[src/rtl/id_stage_pipe.sv]
// id_stage_pipe: decode stage of the 16-bit pipelined CPU.
// Decodes the IF/ID instruction and reads the internal register file, which
// has a WB write port. It resolves B/BR in ID and detects load-use, flag and
// branch-register hazards. It also owns the registered ID/EX boundary, which
// supports hold (ex_hold), bubble (hazard or empty IF/ID) and load.
// The width helpers below assume DATA_W >= 10.
// Field choices for operands the ISA leaves unused:
//   - ex_rd is always [11:8]. For LW it also names the written register (rt).
//   - ex_rt is [3:0] for opcodes 0-7, [11:8] for LW/SW, and R0 otherwise.
//   - ex_rs is [11:8] for LLB/LHB and [7:4] otherwise.
//   - ex_imm is 0 for opcodes that carry no immediate.

module id_stage_pipe #(
    parameter int DATA_W    = 16,
    parameter bit BYPASS_EN = 1'b1,
    parameter bit HAZARD_EN = 1'b1
) (
    input  logic              clk,
    input  logic              rst,
    input  logic              if_valid,
    input  logic [15:0]       if_instr,
    input  logic [DATA_W-1:0] if_pc_plus2,
    input  logic [2:0]        flags,
    input  logic              wb_we,
    input  logic [3:0]        wb_addr,
    input  logic [DATA_W-1:0] wb_data,
    input  logic              mem_rd_we,
    input  logic [3:0]        mem_rd,
    input  logic              ex_hold,
    output logic              id_stall,
    output logic              branch_taken,
    output logic [DATA_W-1:0] branch_target,
    output logic              ex_valid,
    output logic [3:0]        ex_opcode,
    output logic [DATA_W-1:0] ex_rs_data,
    output logic [DATA_W-1:0] ex_rt_data,
    output logic [DATA_W-1:0] ex_imm,
    output logic [3:0]        ex_rd,
    output logic [3:0]        ex_rs,
    output logic [3:0]        ex_rt,
    output logic              ex_mem_read,
    output logic              ex_mem_write,
    output logic              ex_reg_write,
    output logic              ex_alu_src,
    output logic              ex_flag_we,
    output logic              ex_pcs,
    output logic              ex_halt,
    output logic [DATA_W-1:0] ex_pc_plus2
);

    localparam logic [3:0] OP_ADD    = 4'h0;
    localparam logic [3:0] OP_SUB    = 4'h1;
    localparam logic [3:0] OP_XOR    = 4'h2;
    localparam logic [3:0] OP_RED    = 4'h3;
    localparam logic [3:0] OP_SLL    = 4'h4;
    localparam logic [3:0] OP_SRA    = 4'h5;
    localparam logic [3:0] OP_ROR    = 4'h6;
    localparam logic [3:0] OP_PADDSB = 4'h7;
    localparam logic [3:0] OP_LW     = 4'h8;
    localparam logic [3:0] OP_SW     = 4'h9;
    localparam logic [3:0] OP_LLB    = 4'hA;
    localparam logic [3:0] OP_LHB    = 4'hB;
    localparam logic [3:0] OP_B      = 4'hC;
    localparam logic [3:0] OP_BR     = 4'hD;
    localparam logic [3:0] OP_PCS    = 4'hE;
    localparam logic [3:0] OP_HLT    = 4'hF;

    typedef struct packed {
        logic              valid;
        logic [3:0]        opcode;
        logic [DATA_W-1:0] rsData;
        logic [DATA_W-1:0] rtData;
        logic [DATA_W-1:0] imm;
        logic [3:0]        rd;
        logic [3:0]        rs;
        logic [3:0]        rt;
        logic              memRead;
        logic              memWrite;
        logic              regWrite;
        logic              aluSrc;
        logic              flagWe;
        logic              pcs;
        logic              halt;
        logic [DATA_W-1:0] pcPlus2;
    } idEx_t;

    // R0 is hardwired to zero. A same-cycle WB write is forwarded only when
    // bypass is enabled.
    function automatic logic [DATA_W-1:0] readPort(
        input logic [3:0]        addr,
        input logic [DATA_W-1:0] stored,
        input logic              wrEn,
        input logic [3:0]        wrAddr,
        input logic [DATA_W-1:0] wrData
    );
        logic [DATA_W-1:0] val;
        if (addr == 4'd0) begin
            val = '0;
        end else if (BYPASS_EN && wrEn && (wrAddr == addr)) begin
            val = wrData;
        end else begin
            val = stored;
        end
        return val;
    endfunction

    logic [DATA_W-1:0] regFile_r [16];
    idEx_t             idEx_r;
    idEx_t             decoded_s;

    logic [3:0]        opcode_s;
    logic [3:0]        decRs_s;
    logic [3:0]        decRt_s;
    logic [3:0]        decRd_s;
    logic [DATA_W-1:0] decImm_s;
    logic              useRs_s;
    logic              useRt_s;
    logic              wrEn_s;
    logic              aluSrc_s;
    logic              memRead_s;
    logic              memWrite_s;
    logic              pcs_s;
    logic              halt_s;
    logic              flagWe_s;
    logic [DATA_W-1:0] rsData_s;
    logic [DATA_W-1:0] rtData_s;
    logic              isBranch_s;
    logic              condMet_s;
    logic              flagZ_s;
    logic              flagV_s;
    logic              flagN_s;
    logic              loadUse_s;
    logic              flagHaz_s;
    logic              brRegHaz_s;
    logic              hazard_s;
    logic              stall_s;

    assign opcode_s = if_instr[15:12];
    assign flagZ_s  = flags[2];
    assign flagV_s  = flags[1];
    assign flagN_s  = flags[0];

    // Register file write port; R0 is never written and everything clears on reset.
    always_ff @(posedge clk) begin
        if (rst) begin
            for (int i = 0; i < 16; i++) begin
                regFile_r[i] <= '0;
            end
        end else if (wb_we && (wb_addr != 4'd0)) begin
            regFile_r[wb_addr] <= wb_data;
        end
    end

    // Instruction field extraction and control decode.
    always_comb begin
        decRd_s    = if_instr[11:8];
        decRs_s    = if_instr[7:4];
        decRt_s    = 4'd0;
        decImm_s   = '0;
        useRs_s    = 1'b0;
        useRt_s    = 1'b0;
        wrEn_s     = 1'b0;
        aluSrc_s   = 1'b0;
        memRead_s  = 1'b0;
        memWrite_s = 1'b0;
        pcs_s      = 1'b0;
        halt_s     = 1'b0;
        case (opcode_s)
            OP_ADD, OP_SUB, OP_XOR, OP_RED, OP_PADDSB: begin
                decRt_s = if_instr[3:0];
                useRs_s = 1'b1;
                useRt_s = 1'b1;
                wrEn_s  = 1'b1;
            end
            OP_SLL, OP_SRA, OP_ROR: begin
                decRt_s  = if_instr[3:0];
                decImm_s = {{(DATA_W-4){1'b0}}, if_instr[3:0]};
                useRs_s  = 1'b1;
                aluSrc_s = 1'b1;
                wrEn_s   = 1'b1;
            end
            OP_LW: begin
                decRt_s   = if_instr[11:8];
                decImm_s  = {{(DATA_W-5){if_instr[3]}}, if_instr[3:0], 1'b0};
                useRs_s   = 1'b1;
                aluSrc_s  = 1'b1;
                memRead_s = 1'b1;
                wrEn_s    = 1'b1;
            end
            OP_SW: begin
                decRt_s    = if_instr[11:8];
                decImm_s   = {{(DATA_W-5){if_instr[3]}}, if_instr[3:0], 1'b0};
                useRs_s    = 1'b1;
                useRt_s    = 1'b1;
                aluSrc_s   = 1'b1;
                memWrite_s = 1'b1;
            end
            OP_LLB, OP_LHB: begin
                decRs_s  = if_instr[11:8];
                decImm_s = {{(DATA_W-8){1'b0}}, if_instr[7:0]};
                useRs_s  = 1'b1;
                aluSrc_s = 1'b1;
                wrEn_s   = 1'b1;
            end
            OP_BR: begin
                useRs_s = 1'b1;
            end
            OP_PCS: begin
                wrEn_s = 1'b1;
                pcs_s  = 1'b1;
            end
            OP_HLT: begin
                halt_s = 1'b1;
            end
            default: begin
                useRs_s = 1'b0;
            end
        endcase
    end

    assign flagWe_s   = (opcode_s == OP_ADD) || (opcode_s == OP_SUB) || (opcode_s == OP_XOR);
    assign isBranch_s = (opcode_s == OP_B) || (opcode_s == OP_BR);
    assign rsData_s   = readPort(decRs_s, regFile_r[decRs_s], wb_we, wb_addr, wb_data);
    assign rtData_s   = readPort(decRt_s, regFile_r[decRt_s], wb_we, wb_addr, wb_data);

    // Assemble the candidate ID/EX entry for the current instruction.
    always_comb begin
        decoded_s          = '0;
        decoded_s.valid    = 1'b1;
        decoded_s.opcode   = opcode_s;
        decoded_s.rsData   = rsData_s;
        decoded_s.rtData   = rtData_s;
        decoded_s.imm      = decImm_s;
        decoded_s.rd       = decRd_s;
        decoded_s.rs       = decRs_s;
        decoded_s.rt       = decRt_s;
        decoded_s.memRead  = memRead_s;
        decoded_s.memWrite = memWrite_s;
        decoded_s.regWrite = wrEn_s && (decRd_s != 4'd0);
        decoded_s.aluSrc   = aluSrc_s;
        decoded_s.flagWe   = flagWe_s;
        decoded_s.pcs      = pcs_s;
        decoded_s.halt     = halt_s;
        decoded_s.pcPlus2  = if_pc_plus2;
    end

    // Branch condition evaluation on {Z,V,N}.
    always_comb begin
        condMet_s = 1'b0;
        case (if_instr[11:9])
            3'b000:  condMet_s = !flagZ_s;
            3'b001:  condMet_s = flagZ_s;
            3'b010:  condMet_s = !flagZ_s && !flagN_s;
            3'b011:  condMet_s = flagN_s;
            3'b100:  condMet_s = flagZ_s || (!flagZ_s && !flagN_s);
            3'b101:  condMet_s = flagN_s || flagZ_s;
            3'b110:  condMet_s = flagV_s;
            3'b111:  condMet_s = 1'b1;
            default: condMet_s = 1'b0;
        endcase
    end

    // Hazard detection against the ID/EX entry and the EX/MEM destination.
    always_comb begin
        loadUse_s = idEx_r.valid && idEx_r.memRead && (idEx_r.rd != 4'd0) &&
                    ((useRs_s && (idEx_r.rd == decRs_s)) ||
                     (useRt_s && (idEx_r.rd == decRt_s)));
        flagHaz_s = idEx_r.valid && idEx_r.flagWe && isBranch_s &&
                    (if_instr[11:9] != 3'b111);
        brRegHaz_s = (opcode_s == OP_BR) && (if_instr[7:4] != 4'd0) &&
                     ((idEx_r.regWrite && (idEx_r.rd == if_instr[7:4])) ||
                      (mem_rd_we && (mem_rd == if_instr[7:4])));
        if (HAZARD_EN) begin
            hazard_s = loadUse_s || flagHaz_s || brRegHaz_s;
        end else begin
            hazard_s = 1'b0;
        end
    end

    assign stall_s       = ex_hold || (if_valid && hazard_s);
    assign id_stall      = stall_s;
    assign branch_taken  = !rst && if_valid && !stall_s && isBranch_s && condMet_s;
    assign branch_target = (opcode_s == OP_BR) ? rsData_s
                         : (if_pc_plus2 + {{(DATA_W-10){if_instr[8]}}, if_instr[8:0], 1'b0});

    // ID/EX boundary: reset, then hold, then bubble, then load.
    always_ff @(posedge clk) begin
        if (rst) begin
            idEx_r <= '0;
        end else if (ex_hold) begin
            idEx_r <= idEx_r;
        end else if (hazard_s || !if_valid) begin
            idEx_r <= '0;
        end else begin
            idEx_r <= decoded_s;
        end
    end

    assign ex_valid     = idEx_r.valid;
    assign ex_opcode    = idEx_r.opcode;
    assign ex_rs_data   = idEx_r.rsData;
    assign ex_rt_data   = idEx_r.rtData;
    assign ex_imm       = idEx_r.imm;
    assign ex_rd        = idEx_r.rd;
    assign ex_rs        = idEx_r.rs;
    assign ex_rt        = idEx_r.rt;
    assign ex_mem_read  = idEx_r.memRead;
    assign ex_mem_write = idEx_r.memWrite;
    assign ex_reg_write = idEx_r.regWrite;
    assign ex_alu_src   = idEx_r.aluSrc;
    assign ex_flag_we   = idEx_r.flagWe;
    assign ex_pcs       = idEx_r.pcs;
    assign ex_halt      = idEx_r.halt;
    assign ex_pc_plus2  = idEx_r.pcPlus2;

endmodule

[config.mk]
export PLATFORM = sky130hd
export DESIGN_NAME = id_stage_pipe
export DESIGN_NICKNAME = d
export VERILOG_FILES = /design/src/rtl/id_stage_pipe.sv
export SDC_FILE = /design/constraint.sdc
export NUM_CORES = 1
export LEC_CHECK = 0
export BUFFER_PORTS_ARGS = -buffer_cell sky130_fd_sc_hd__buf_4
export CAP_MARGIN = 15
export CORE_MARGIN = 2
export CORE_UTILIZATION = 30
export DETAILED_ROUTE_END_ITERATION = 10
export PLACE_DENSITY_LB_ADDON = 0.05
export SYNTH_ARGS = -nofsm -noshare
export SYNTH_HDL_FRONTEND = slang
export SYNTH_SLANG_ARGS = --single-unit
[constraint.sdc]
create_clock -name clk -period 3.47 [get_ports clk]
set_input_delay 0.1735 -clock clk [delete_from_list [all_inputs] [get_ports clk]]
set_output_delay 0.1735 -clock clk [all_outputs]
set_load 0.02 [all_outputs]
# Word level (Yosys, flattened, before mapping)
# Memories as Yosys holds them, arrays and structs flattened.
# Index checks and enable logic that the tools add are counted.
[classes] add_sub_neg=1 n_eq_ne=29 n_mux=26 reduce_logical=55
[ops] op="$mux W16" count=6
[ops] op="$mux W88" count=1
[ops] op="$pmux W16 S3" count=1
[ops] op="$eq A4 B4 Y1 const B" count=8
[ops] op="$eq A4 B4 Y1" count=6
[ops] op="$logic_and A1 B1 Y1" count=22
[ops] op="$add A16 B16 Y16" count=1
[ops] op="$eq A4 B3 Y1 const B" count=4
[ops] op="$reduce_bool A4 Y1" count=4
[ops] op="$reduce_or A16 Y1" count=1
[ops] op="$mux W1" count=14
[ops] op="$reduce_or A13 Y1" count=1
[ops] op="$eq A3 B3 Y1 const B" count=4
[ops] op="$logic_not A4 Y1" count=3
[ops] op="$reduce_or A12 Y1" count=1
[ops] op="$logic_or A1 B1 Y1" count=11
[ops] op="$eq A4 B2 Y1 const B" count=2
[ops] op="$mux W4" count=2
[ops] op="$pmux W1 S8" count=1
[ops] op="$pmux W4 S2" count=1
[ops] op="$reduce_or A8 Y1" count=1
[ops] op="$reduce_or A7 Y1" count=1
[ops] op="$eq A3 B2 Y1 const B" count=2
[ops] op="$reduce_or A6 Y1" count=1
[ops] op="other kinds (7)" count=12
[word_totals] regBits=88 mem_bits_rw=256 input_bits=65 output_inout_bits=106 wordCells=128 memories=1
[memory_table] name="regFile_r" depth=16 width=16 rd=2 rd_clocked_by_memory_dff=0 write_ports=16 line="107" text="logic [DATA_W-1:0] regFile_r [16];"

# Logic depth before layout (Yosys ltp)
# Gate-level depths: netlist of run 1.
[logic_depth] depth_word=15 ltp_mapped=12 ltp_nobuf=10

# Worst setup path before layout of run 1
# No wires, ideal clock.
[synth_path] kind="register to output" from="register idEx_r (netlist bit ex_rd[0])" to="output branch_taken" arrival_time_ns=2.612 required_time_ns=3.296 path_slack_ns=0.685 stages_incl_launch_ff=10 path_buffers=2 path_cell_list="dfxtp_1 > clkbuf_1 > or4_1 > nand3_1 > a2111oi_0 > and3_1 > a211oi_1 > nand3b_1 > buf_2 > nor4_1"
[synth_via] elab_chain_len=12 elab_cells_between_ends=20 classes_between="3 x eq/ne; 17 x reduce/logical"
[synth_lines] element="start, declared" line="108" text="idEx_t idEx_r;"
[synth_lines] element="start signal, assigned" line="291" text="idEx_r <= idEx_r;"
[synth_lines] element="start signal, assigned" line="295" text="idEx_r <= decoded_s;"
[synth_lines] element="$eq A4 B4 Y1, on equally long branches" line="266, 267"
[synth_lines] element="$logic_and A1 B1 Y1, on equally long branches" line="266, 267"
[synth_lines] element="$logic_or A1 B1 Y1" line="266" text="((useRs_s && (idEx_r.rd == decRs_s)) ||"
[synth_lines] element="$logic_and A1 B1 Y1" line="265" text="loadUse_s = idEx_r.valid && idEx_r.memRead && (idEx_r.rd != 4'd0) &&"
[synth_lines] element="$logic_or A1 B1 Y1" line="274" text="hazard_s = loadUse_s || flagHaz_s || brRegHaz_s;"
[synth_lines] element="$logic_or A1 B1 Y1 *" line="274"
[synth_lines] element="$logic_and A1 B1 Y1 *" line="280" text="assign stall_s = ex_hold || (if_valid && hazard_s);"
[synth_lines] element="$logic_or A1 B1 Y1 *" line="280"
[synth_lines] element="$logic_not A1 Y1 *" line="282" text="assign branch_taken = !rst && if_valid && !stall_s && isBranch_s && condMet_s;"
[synth_lines] element="$logic_and A1 B1 Y1 * (3 in series)" line="282"
[synth_lines] element="end, declared" line="31" text="output logic branch_taken,"
# Every way passes the cells marked *; elsewhere a longest branch is shown, timed or not.

# Final worst setup path of run 1
[layout_path] from="input if_instr[0]" to="output branch_target[13]"
[layout_via] elab_chain_len=2
[layout_lines] element="start, declared" line="21" text="input logic [15:0] if_instr,"
[layout_lines] element="$add A16 B16 Y16" line="284" text=": (if_pc_plus2 + {{(DATA_W-10){if_instr[8]}}, if_instr[8:0], 1'b0});"
[layout_lines] element="$mux W16" line="283" text="assign branch_target = (opcode_s == OP_BR) ? rsData_s"
[layout_lines] element="end, declared" line="32" text="output logic [DATA_W-1:0] branch_target,"
# Every way passes these cells.

==> metrics.cfg, run 1 <==
[cells_and_area]
layout.cells.most_common = nand2_1
layout.nets = 2299
final_cell_mix = nand2_1, buf_4, edfxtp_1
drive_gt1_share_pct = 17.6
area_delta_synth_final_pct = 22.3
finalNonFillerCells = 3097

[cts]
clkSinkCount = 337
ctsLongestPathBuffers = 3
htreeDepth = 2
cts_buffers = 42
root_buffer = clkbuf_16
cts_tree = built
clock_latency_ps = 570
path_clk_slew_ps = 60

[synthesis]
synth_area_um2 = 19300
ys_types = 73
synthCells = 2067
dominantRegCellSynth = edfxtp_1
syn-mean-instance-area_um2 = 9.33
ys_seq_area_share_pct = 48.3
yosysWarnings = 0
synthArstFlopShare_pct = 0
synth-seq-cells = 337
synth_edf_count = 256

[setup_path]
crit_fanout = 4
slowest_stage = dlygate4sd3_1
crit_type = in -> out
crit_required_ps = 3300
r2r_slack_ps = 600
cp_top_family = buffers and inverters
crit_path_end_kind = output port
critical_path_buf_inv_count = 5
max_stage_delay_ps = 520
r2r-start = ex_rd[1]
cp.arrival_ps = 3180
worst_r2r_path_depth = 8
start_kind = input pin
cp_cell_sequence = dlygate4sd3_1 > buf_4 > ha_1 > inv_1 > fa_1 > inv_1 > a21o_1 > a211oi_1 > nor4_1 > nor3_1 > xor2_1 > a22oi_1 > buf_4
reg2reg_to = ex_rs_data[8]

[drt]
drt-wirelength-per-cell_um = 26.3
drt_wl_total_um = 81400
drt_iter0_markers = 1296
via_per_inst = 5.50
ant_nets = 0
vias = 17000
drc = 0
first_pass_iters = 5

[worst_hold_path]
hold_depth = 2
hold_end = regFile_r[3][14]
hp-class = in -> reg
worstHoldStart = wb_data[14]

[floorplanning]
num_rows = 92
die_h_um = 258
core_um2 = 63300
dieArea_um2 = 66300
dieWidth_um = 258
ios = 171
start_util_pct = 30.5

[place]
gp_congestion = 0.874
place_inst = 2994
port_buffers = 170
hpwl_um = 54600

[power_and_ir_drop]
p_switching_w = 0.00335
intPower_w = 0.00798
seq_power_share_pct = 41.4
power_density_nw_per_um2 = 480
power_frac_comb_pct = 18.9
vdd_ir_drop_max_mv = 0.348
p_leak_nw = 9.05
p_clk_share_pct = 39.7
p_sw_share_pct = 29.6

[sta]
slew_viol_final = 0
setup_viol = 0
max_slew_margin_pct = 25.2
rsz0062_at_grt = false
fmax_ghz = 0.298
setup_tns_ps = 0
period_needed_ps = 3360
fin_worst_skew_ps = 9.75
whs_ps = 32.6
final-hold-violation-count = 0
post-route-period-util_pct = 96.8
worst_pin_slew_ps = 1110

[grt]
grt_pass1_wl_um = 118000
grt_pass1_vias = 16600
overflow = 0
grt_max_degree = 76
antenna_found_initial = 1
grt.total_usage_pct = 24.1

[outcome]
outcome = finished, final reports clean

[job]
maxCapViolCount = 0

==> how the worst max path moves through the flow <==
stage / to / slack (ps) / startpoint / depth (start not counted)
after floorplan: branch_taken / 680 / ex_rd[0] / 9
final: branch_target[13] / 110 / if_instr[0] / 13
after CTS: branch_target[12] / 4 / if_instr[3] / 12
after detailed placement: ex_rs_data[8] / 160 / if_instr[14] / 9
after global placement: ex_mem_write / 220 / if_instr[14] / 9
after global routing: id_stall / 10 / ex_rd[1] / 9
==> state kept, by name, indices dropped and copies added (netlist names), 4 cells and up <==
register,count
ex_imm,9
ex_opcode,4
ex_pc_plus2,16
ex_rd,4
ex_rs,4
ex_rs_data,16
ex_rt,4
ex_rt_data,16
regFile_r,256
==> area by class of cell <==
type,count,area (µm²)
flip-flops and latches,337,9310
well taps,846,1060
inverters,31,116
clock buffers,53,1120
fillers,6380,39700
clock inverters,22,244
repair buffers,303,2580
multi-input cells,1504,9160
diodes,1,2.50
==> synthesized netlist by cell type, types with 4 or more instances <==
master     count  area (µm²)
nand2_1      386        1450
edfxtp_1     256        7690
and2_1       200        1250
clkbuf_1     151         567
a21oi_1      109         546
a211oi_1      93         698
nand3_1       89         445
dfxtp_1       81        1620
mux2i_1       71         711
a311oi_1      57         499
and3_1        56         350
nor3_1        53         265
nor2_1        51         191
a31oi_1       36         225
buf_2         34         170
inv_1         31         116
o31ai_1       23         173
a22oi_1       21         158
xnor2_1       19         166
o221a_2       16         180
or2_2         16         100
nor2b_1       15        93.8
buf_1         14        52.6
ha_1          14         175
xor2_1        13         114
a32oi_1       12         105
nor4_1        12        75.1
or3_1         12        75.1
buf_4         10        75.1
a21o_1         8        60.1
o2111ai_1      7        61.3
o21ai_0        7        35.0
a21boi_0       6        45.0
nand4_1        6        37.5
o21ai_1        6        30.0
a22o_1         5        43.8
mux2_2         5        56.3
nand2b_1       5        31.3
nor3b_1        5        37.5
a211o_1        4        35.0
o211ai_1       4        30.0
==> stage by stage <==
stage	cell area, µm²	util, %	total power, W	setup WS [ps]
finish	23600	37.3	0.0113	112
global route	23600	37.3	0.0117	10.9
CTS	23600	37.2	0.0114	4.28
detailed placement	21900	34.7	0.00687	160
global placement	21900	34.7	0.00687	220
floorplan	19300	-	0.00589	685
==> power by group through the flow <==
stage                     Clock (W)  Sequential (W)  Combinational, W
after floorplan                   0         0.00477           0.00112
after global placement            0         0.00477           0.00210
after detailed placement          0         0.00477           0.00211
after CTS                   0.00459         0.00468           0.00214
after global routing        0.00474         0.00471           0.00228
final                       0.00450         0.00469           0.00214
==> cell families (layout without fill, tap and decap cells) <==
logic type	count (synthesis)	in the layout	synth area share [%]
AO/OA/AOI/OAI	441	441	16.4
XOR/XNOR	32	32	1.45
adder cells (fa/ha/maj)	15	15	1.01
buffers and inverters	241	409	5.14
flip-flops	337	337	48.3
multiplexers	79	79	4.22
other	1	17	0.0194
AND/OR/NAND/NOR	921	921	23.5
==> metal layers <==
layer	wire length [µm]	up-vias	track usage, %
met5	0	-	0
met4	1810	0	5.97
met3	4680	98	3.21
met2	38100	606	39.7
met1	36800	8517	33.4
li1	-	7809	-
==> what timing repair did <==
action                                 CTS  global route
pin swaps                                0             1
setup buffers                            0             1
setup endpoints to repair                1             2
hold buffers                            26             0
endpoints found under the hold margin   28             0
gates resized for setup                  1             1
Note: power is estimated with default switching activity, not from simulation.
==> run 2: changes to the inputs <==
--- a/config.mk
+++ b/config.mk
@@ -7,6 +7,8 @@
 export LEC_CHECK = 0
 export BUFFER_PORTS_ARGS = -buffer_cell sky130_fd_sc_hd__buf_4
 export CAP_MARGIN = 15
+export CELL_PAD_IN_SITES_DETAIL_PLACEMENT = 1
+export CELL_PAD_IN_SITES_GLOBAL_PLACEMENT = 2
 export CORE_MARGIN = 2
 export CORE_UTILIZATION = 30
 export DETAILED_ROUTE_END_ITERATION = 10
==> run 2 against run 1 <==
Net effect: setup slack better by 25 ps; clock power decreased by 4%; die area unchanged; global-route usage grew 1.7 points; utilization down 0.087 points; total power down 1.5%; via count increased by 0.82%; fmax grew 0.74%; sequential share of layout area rose by 0.092 points; final cell count about the same; register-to-register slack better by 50 ps; cell area is 0.23% lower; critical endpoint is now branch_target[7]; highest routed layer unchanged.
==> metrics.cfg, run 2 (same netlist as run 1, synthesis figures left out) <==
[outcome]
outcome = finished, final reports clean

[setup_path]
crit_fanout = 16  ; +12
cp.arrival_ps = 3160  ; -20 ps
crit_type = in -> out
max_stage_delay_ps = 390  ; -130 ps
cp_cell_sequence = buf_4 > and3b_1 > mux2_2 > buf_4 > buf_4 > nand2_1 > a32oi_1 > o2111ai_1 > o31ai_1 > buf_4 > mux2_2 > buf_4
cp_top_family = buffers and inverters
critical_path_buf_inv_count = 5  ; unchanged
crit_required_ps = 3300  ; about the same
slowest_stage = mux2_2
start_kind = input pin
cp_common_cell = buf_4
crit_path_end_kind = output port

[sta]
layout_setup_ws_ps = 137  ; +24.6 ps
slew_viol_final = 0  ; unchanged
fin_worst_skew_ps = 22.7  ; +13.0 ps
setup_viol = 0  ; unchanged
whs_ps = 31.7  ; -0.942 ps
rsz0062_at_grt = false
period_needed_ps = 3330  ; -24.6 ps
fmax_ghz = 0.300  ; +0.74%
final-hold-violation-count = 0  ; unchanged
post-route-period-util_pct = 96.1  ; -0.71 points
max_slew_margin_pct = 42.4  ; +17 points
worst_pin_slew_ps = 863  ; -250 ps

[drt]
drc = 0  ; unchanged
drt-wirelength-per-cell_um = 28.1  ; +7.0%
ant_nets = 0  ; unchanged
wl_met1_um = 38300  ; +4.0%
via_per_inst = 5.54  ; +0.72%
routed.top_layer = met4
dr_wl_met2_um = 40300  ; +5.8%
dr_wl_met3_um = 5400  ; +15%
drt_wl_total_um = 87200  ; +7.1%
drt_iter0_markers = 1231  ; -5.0%
first_pass_iters = 5  ; unchanged
vias = 17200  ; +0.82%

[cells_and_area]
layout.cells.most_common = nand2_1
drive_gt1_share_pct = 17.6  ; about the same
largest_register_ffs = 256  ; unchanged
finalNonFillerCells = 3100  ; +0.097%
final_cell_mix = nand2_1, buf_4, edfxtp_1
top_register = regFile_r
utilization_pct = 37.2  ; -0.087 points
area_delta_synth_final_pct = 22.0
nFillCells = 7152  ; +12%
layout.nets = 2304  ; +0.22%

[floorplanning]
ios = 171  ; unchanged
core_um2 = 63300  ; unchanged
num_rows = 92  ; unchanged
start_util_pct = 30.5  ; unchanged
dieWidth_um = 258  ; unchanged
die_h_um = 258  ; unchanged
dieArea_um2 = 66300  ; unchanged

[place]
hpwl_um = 58000  ; +6.3%
port_buffers = 170  ; unchanged
gp_congestion = 0.803  ; -8.1%
place_ws_ps = -33.2  ; -193 ps
place_inst = 2997  ; +0.10%

[grt]
antenna_found_initial = 10  ; +9
overflow = 0  ; unchanged
grt_max_degree = 76  ; unchanged
grt_pass1_vias = 17500  ; +5.2%
grt_pass1_wl_um = 126000  ; +6.3%
grt.total_usage_pct = 25.8  ; +1.7 points

[cts]
path_clk_slew_ps = 60  ; about the same
cts_buffers = 43  ; +2.4%
ctsLongestPathBuffers = 3  ; unchanged
clkSinkCount = 337  ; unchanged
htreeDepth = 2  ; unchanged
clock_latency_ps = 580  ; about the same
cts_tree = built
root_buffer = clkbuf_16

[power_and_ir_drop]
vdd_ir_drop_max_mv = 0.277  ; -20%
power_density_nw_per_um2 = 474  ; -1.2%
p_leak_nw = 9.02  ; -0.31%

[worst_hold_path]
hp-class = in -> reg

[job]
maxCapViolCount = 0  ; unchanged

==> run 2: cell types whose count changed in the layout (fill, tap and decap cells not counted), sizes merged <==
cell         before  now
clkinv           15   16
diode             1    2
clkinvlp          2    1
inv              31   32
buf             277  284
bufinv            5    2
dlygate4sd3      26   23
==> run 2: path summary, 6_finish.rpt <==
check                          end  slack (ps)    startpoint  depth (start not counted)
setup reg to reg      ex_mem_write         650      ex_rd[3]                          6
hold / removal            ex_rd[2]          30  if_instr[10]                          3
hold reg to reg          ex_imm[1]         450     ex_imm[1]                          2
setup / recovery  branch_target[7]         140  if_instr[14]                         12
==> run 2: area by class of cell <==
| class | instances | area [µm²] | area share, % |
|---|---|---|---|
| multi-input combinational | 1504 | 9160 | 38.9 |
| clock inverter | 20 | 141 | 0.601 |
| clock buffer | 53 | 1140 | 4.86 |
| tap | 846 | 1060 | 4.50 |
| antenna | 2 | 5.00 | 0.0213 |
| inverter | 31 | 116 | 0.494 |
| sequential | 337 | 9310 | 39.6 |
| timing repair buffer | 307 | 2600 | 11.0 |
==> run 2: metrics by stage <==
step	instance area, µm²	total power (W)	TNS, ps
5_1_grt	23500	0.0116	0
4_1_cts	23500	0.0113	0
3_5_place_dp	22000	0.00692	-33.2
6_report	23500	0.0112	0
2_1_floorplan	19300	0.00589	0
3_3_place_gp	22000	0.00690	0
==> run 2: what timing repair did <==
| item | in CTS | in global routing |
|---|---|---|
| gates resized for setup | 1 | 0 |
| buffers inserted | 0 | 5 |
| hold buffers | 23 | 0 |
| endpoints found under the hold margin | 25 | 0 |
| endpoints found under the setup margin | 3 | 8 |
==> run 2: per-layer routing <==
layer,vias to the layer above,track usage (%)
met5,-,0
met4,0,9.62
met3,150,4.41
met2,582,41.7
met1,8627,34.6
li1,7811,-
==> run 2: tightest hold or removal path: cells and delay by family <==
family | cells | cell delay (ps)
buffers and inverters | 1 | 180
AOI/OAI and AO/OA | 1 | 110
and+or+nand+nor | 1 | 80
==> run 2: where the power goes <==
part	total (W)	switching, W	internal (W)
clock network	0.00430	0.00183	0.00247
registers	0.00470	0.000135	0.00456
logic	0.00216	0.00141	0.000759
total	0.0112	0.00337	0.00779
==> run 3: changes to the inputs <==
==> constraint.sdc (replaced) <==
create_clock -name clk -period 3.8 [get_ports clk]
set_input_delay 0.19 -clock clk [delete_from_list [all_inputs] [get_ports clk]]
set_output_delay 0.19 -clock clk [all_outputs]
set_load 0.02 [all_outputs]
==> run 3 against run 2 <==
Net effect: routed wire length increased by 2.6%; combinational power is 7% lower; global-route usage grew 0.39 points; sequential share of layout area decreased by 0.088 points; cell area up 0.22%; final cell count down 0.16%; utilization up 0.083 points; clock skew barely moved; register-to-register slack got worse by 40 ps.
==> metrics.cfg, run 3 (same netlist as run 1, synthesis figures left out) <==
[outcome]
outcome = finished, final reports clean

[cells_and_area]
fin_area_um2 = 23600  ; +0.22%
layout.cells.most_common = nand2_1
largest_register_ffs = 256  ; unchanged
area_delta_synth_final_pct = 22.3
top_register = regFile_r
drive_gt1_share_pct = 17.3  ; -0.27 points
final_cell_mix = nand2_1, edfxtp_1, buf_4
layout.nets = 2293  ; -0.48%

[setup_path]
cp_top_family = compound AO/OA/AOI/OAI gates
cp_common_cell = buf_4
crit_fanout = 34  ; +18
crit_type = in -> out
slowest_stage = o31ai_1
max_stage_delay_ps = 610  ; +220 ps
crit_required_ps = 3610  ; +310 ps
start_kind = input pin
crit_path_end_kind = output port
cp_cell_sequence = buf_4 > and4b_1 > a21o_2 > buf_12 > buf_4 > nand2_1 > a311oi_1 > a311oi_1 > o31ai_1 > buf_4 > mux2_1 > buf_4
critical_path_buf_inv_count = 5  ; unchanged
worst_r2r_path_depth = 8  ; +2
path_depth = 12  ; unchanged
cp.arrival_ps = 3480  ; +320 ps

[job]
maxCapViolCount = 0  ; unchanged

[drt]
drt_wl_total_um = 89400  ; +2.6%
first_pass_iters = 5  ; unchanged
ant_nets = 0  ; unchanged
wl_met1_um = 40500  ; +5.8%
routed.top_layer = met4
dr_wl_met2_um = 41700  ; +3.6%
drt-wirelength-per-cell_um = 28.9  ; +2.8%
via_per_inst = 5.61  ; +1.3%
dr_wl_met3_um = 4770  ; -12%
vias = 17400  ; +1.1%
drt_iter0_markers = 1302  ; +5.8%
drc = 0  ; unchanged

[cts]
cts_tree = built
clkSinkCount = 337  ; unchanged
root_buffer = clkbuf_16
clock_latency_ps = 600  ; +20 ps
ctsLongestPathBuffers = 3  ; unchanged
cts_buffers = 44  ; +2.3%
path_clk_slew_ps = 60  ; about the same
postCtsResizedCells = 0  ; -1
htreeDepth = 2  ; unchanged

[grt]
antenna_found_initial = 2  ; -8
grt_pass1_vias = 17500  ; -0.097%
overflow = 0  ; unchanged
grt_max_degree = 76  ; unchanged
grt.total_usage_pct = 26.2  ; +0.39 points
grt_pass1_wl_um = 127000  ; +1.2%

[sta]
final-hold-violation-count = 0  ; unchanged
slew_viol_final = 0  ; unchanged
fin_worst_skew_ps = 23.2  ; +0.463 ps
setup_viol = 0  ; unchanged
max_slew_margin_pct = 32.4  ; -10 points
setup_tns_ps = 0  ; unchanged
period_needed_ps = 3670
layout_setup_ws_ps = 129  ; -7.56 ps
worst_pin_slew_ps = 1010  ; +149 ps
fmax_ghz = 0.272
rsz0062_at_grt = false
post-route-period-util_pct = 96.6

[floorplanning]
num_rows = 92  ; unchanged
dieArea_um2 = 66300  ; unchanged
core_um2 = 63300  ; unchanged
start_util_pct = 30.5  ; unchanged
die_h_um = 258  ; unchanged
ios = 171  ; unchanged
dieWidth_um = 258  ; unchanged

[place]
place_ws_ps = 163  ; +197 ps
port_buffers = 170  ; unchanged
post_dp_cell_area_um2 = 21900  ; -0.21%
hpwl_um = 58500  ; +0.75%
gp_congestion = 0.825  ; +2.8%

[power_and_ir_drop]
vdd_ir_drop_max_mv = 0.265  ; -4.4%
power_density_nw_per_um2 = 441  ; -7.0%
p_leak_nw = 9.03  ; +0.11%

[worst_hold_path]
hp-class = in -> reg
hold_depth = 3  ; unchanged

## run 3: cell count changes in the layout (fill, tap and decap cells not counted), moves of 2 or more
| cell | before | now |
|---|---|---|
| clkinv_2 | 4 | 8 |
| clkinv_4 | 0 | 2 |
| buf_12 | 19 | 22 |
| clkinv_1 | 12 | 10 |
| buf_4 | 265 | 246 |
| dlygate4sd3_1 | 23 | 27 |
| clkbuf_16 | 44 | 46 |
## run 3: cell type report
| class | instances | area, µm² |
|---|---|---|
| timing repair buffer | 295 | 2560 |
| clock inverter | 25 | 180 |
| antenna | 2 | 5.00 |
| multi-input combinational | 1504 | 9160 |
| inverter | 31 | 116 |
| sequential | 337 | 9310 |
| fill | 7174 | 39700 |
| clock buffer | 55 | 1200 |
| tap | 846 | 1060 |
## run 3: where the power goes
part	internal [W]	total [W]	switching (W)
Sequential	0.00416	0.00428	0.000119
Clock	0.00238	0.00412	0.00174
Combinational	0.000689	0.00201	0.00132
Total	0.00723	0.0104	0.00318
## run 3: timing repair
item | 4_1_cts | 5_1_grt
setup endpoints to repair | 0 | 0
hold buffers | 27 | 0
endpoints found under the hold margin | 34 | 0
setup buffers | 0 | 0
## run 3: worst paths after layout
| path | from | to | slack (ps) |
|---|---|---|---|
| worst max-delay path | if_instr[13] | branch_target[1] | 130 |
| worst min-delay path | wb_data[8] | ex_rs_data[8] | 30 |
| worst max register to register | ex_rd[0] | ex_mem_read | 610 |
| worst min register to register | ex_imm[1] | ex_imm[1] | 450 |
## run 3: worst min-delay path, delay by kind of cell
| family | cells | cell delay, ps |
|---|---|---|
| buf+inv | 1 | 170 |
| compound gates | 2 | 210 |
## run 3: metrics by stage
stage                     total power (W)  utilization, %  std cells  hold slack, ps
after CTS                          0.0105            37.2       3093            2.32
final                              0.0104            37.3       3095            27.9
after floorplan                   0.00538               -       2082             338
after global placement            0.00632            34.6       2986             445
after detailed placement          0.00633            34.6       2986             444
after global routing               0.0107            37.2       3093            28.8
## run 3: metal layers
layer | track usage [%] | vias to the layer above
met5 | 0 | -
met4 | 7.51 | 0
met3 | 3.36 | 132
met2 | 43.2 | 547
met1 | 35.9 | 8871
li1 | - | 7809
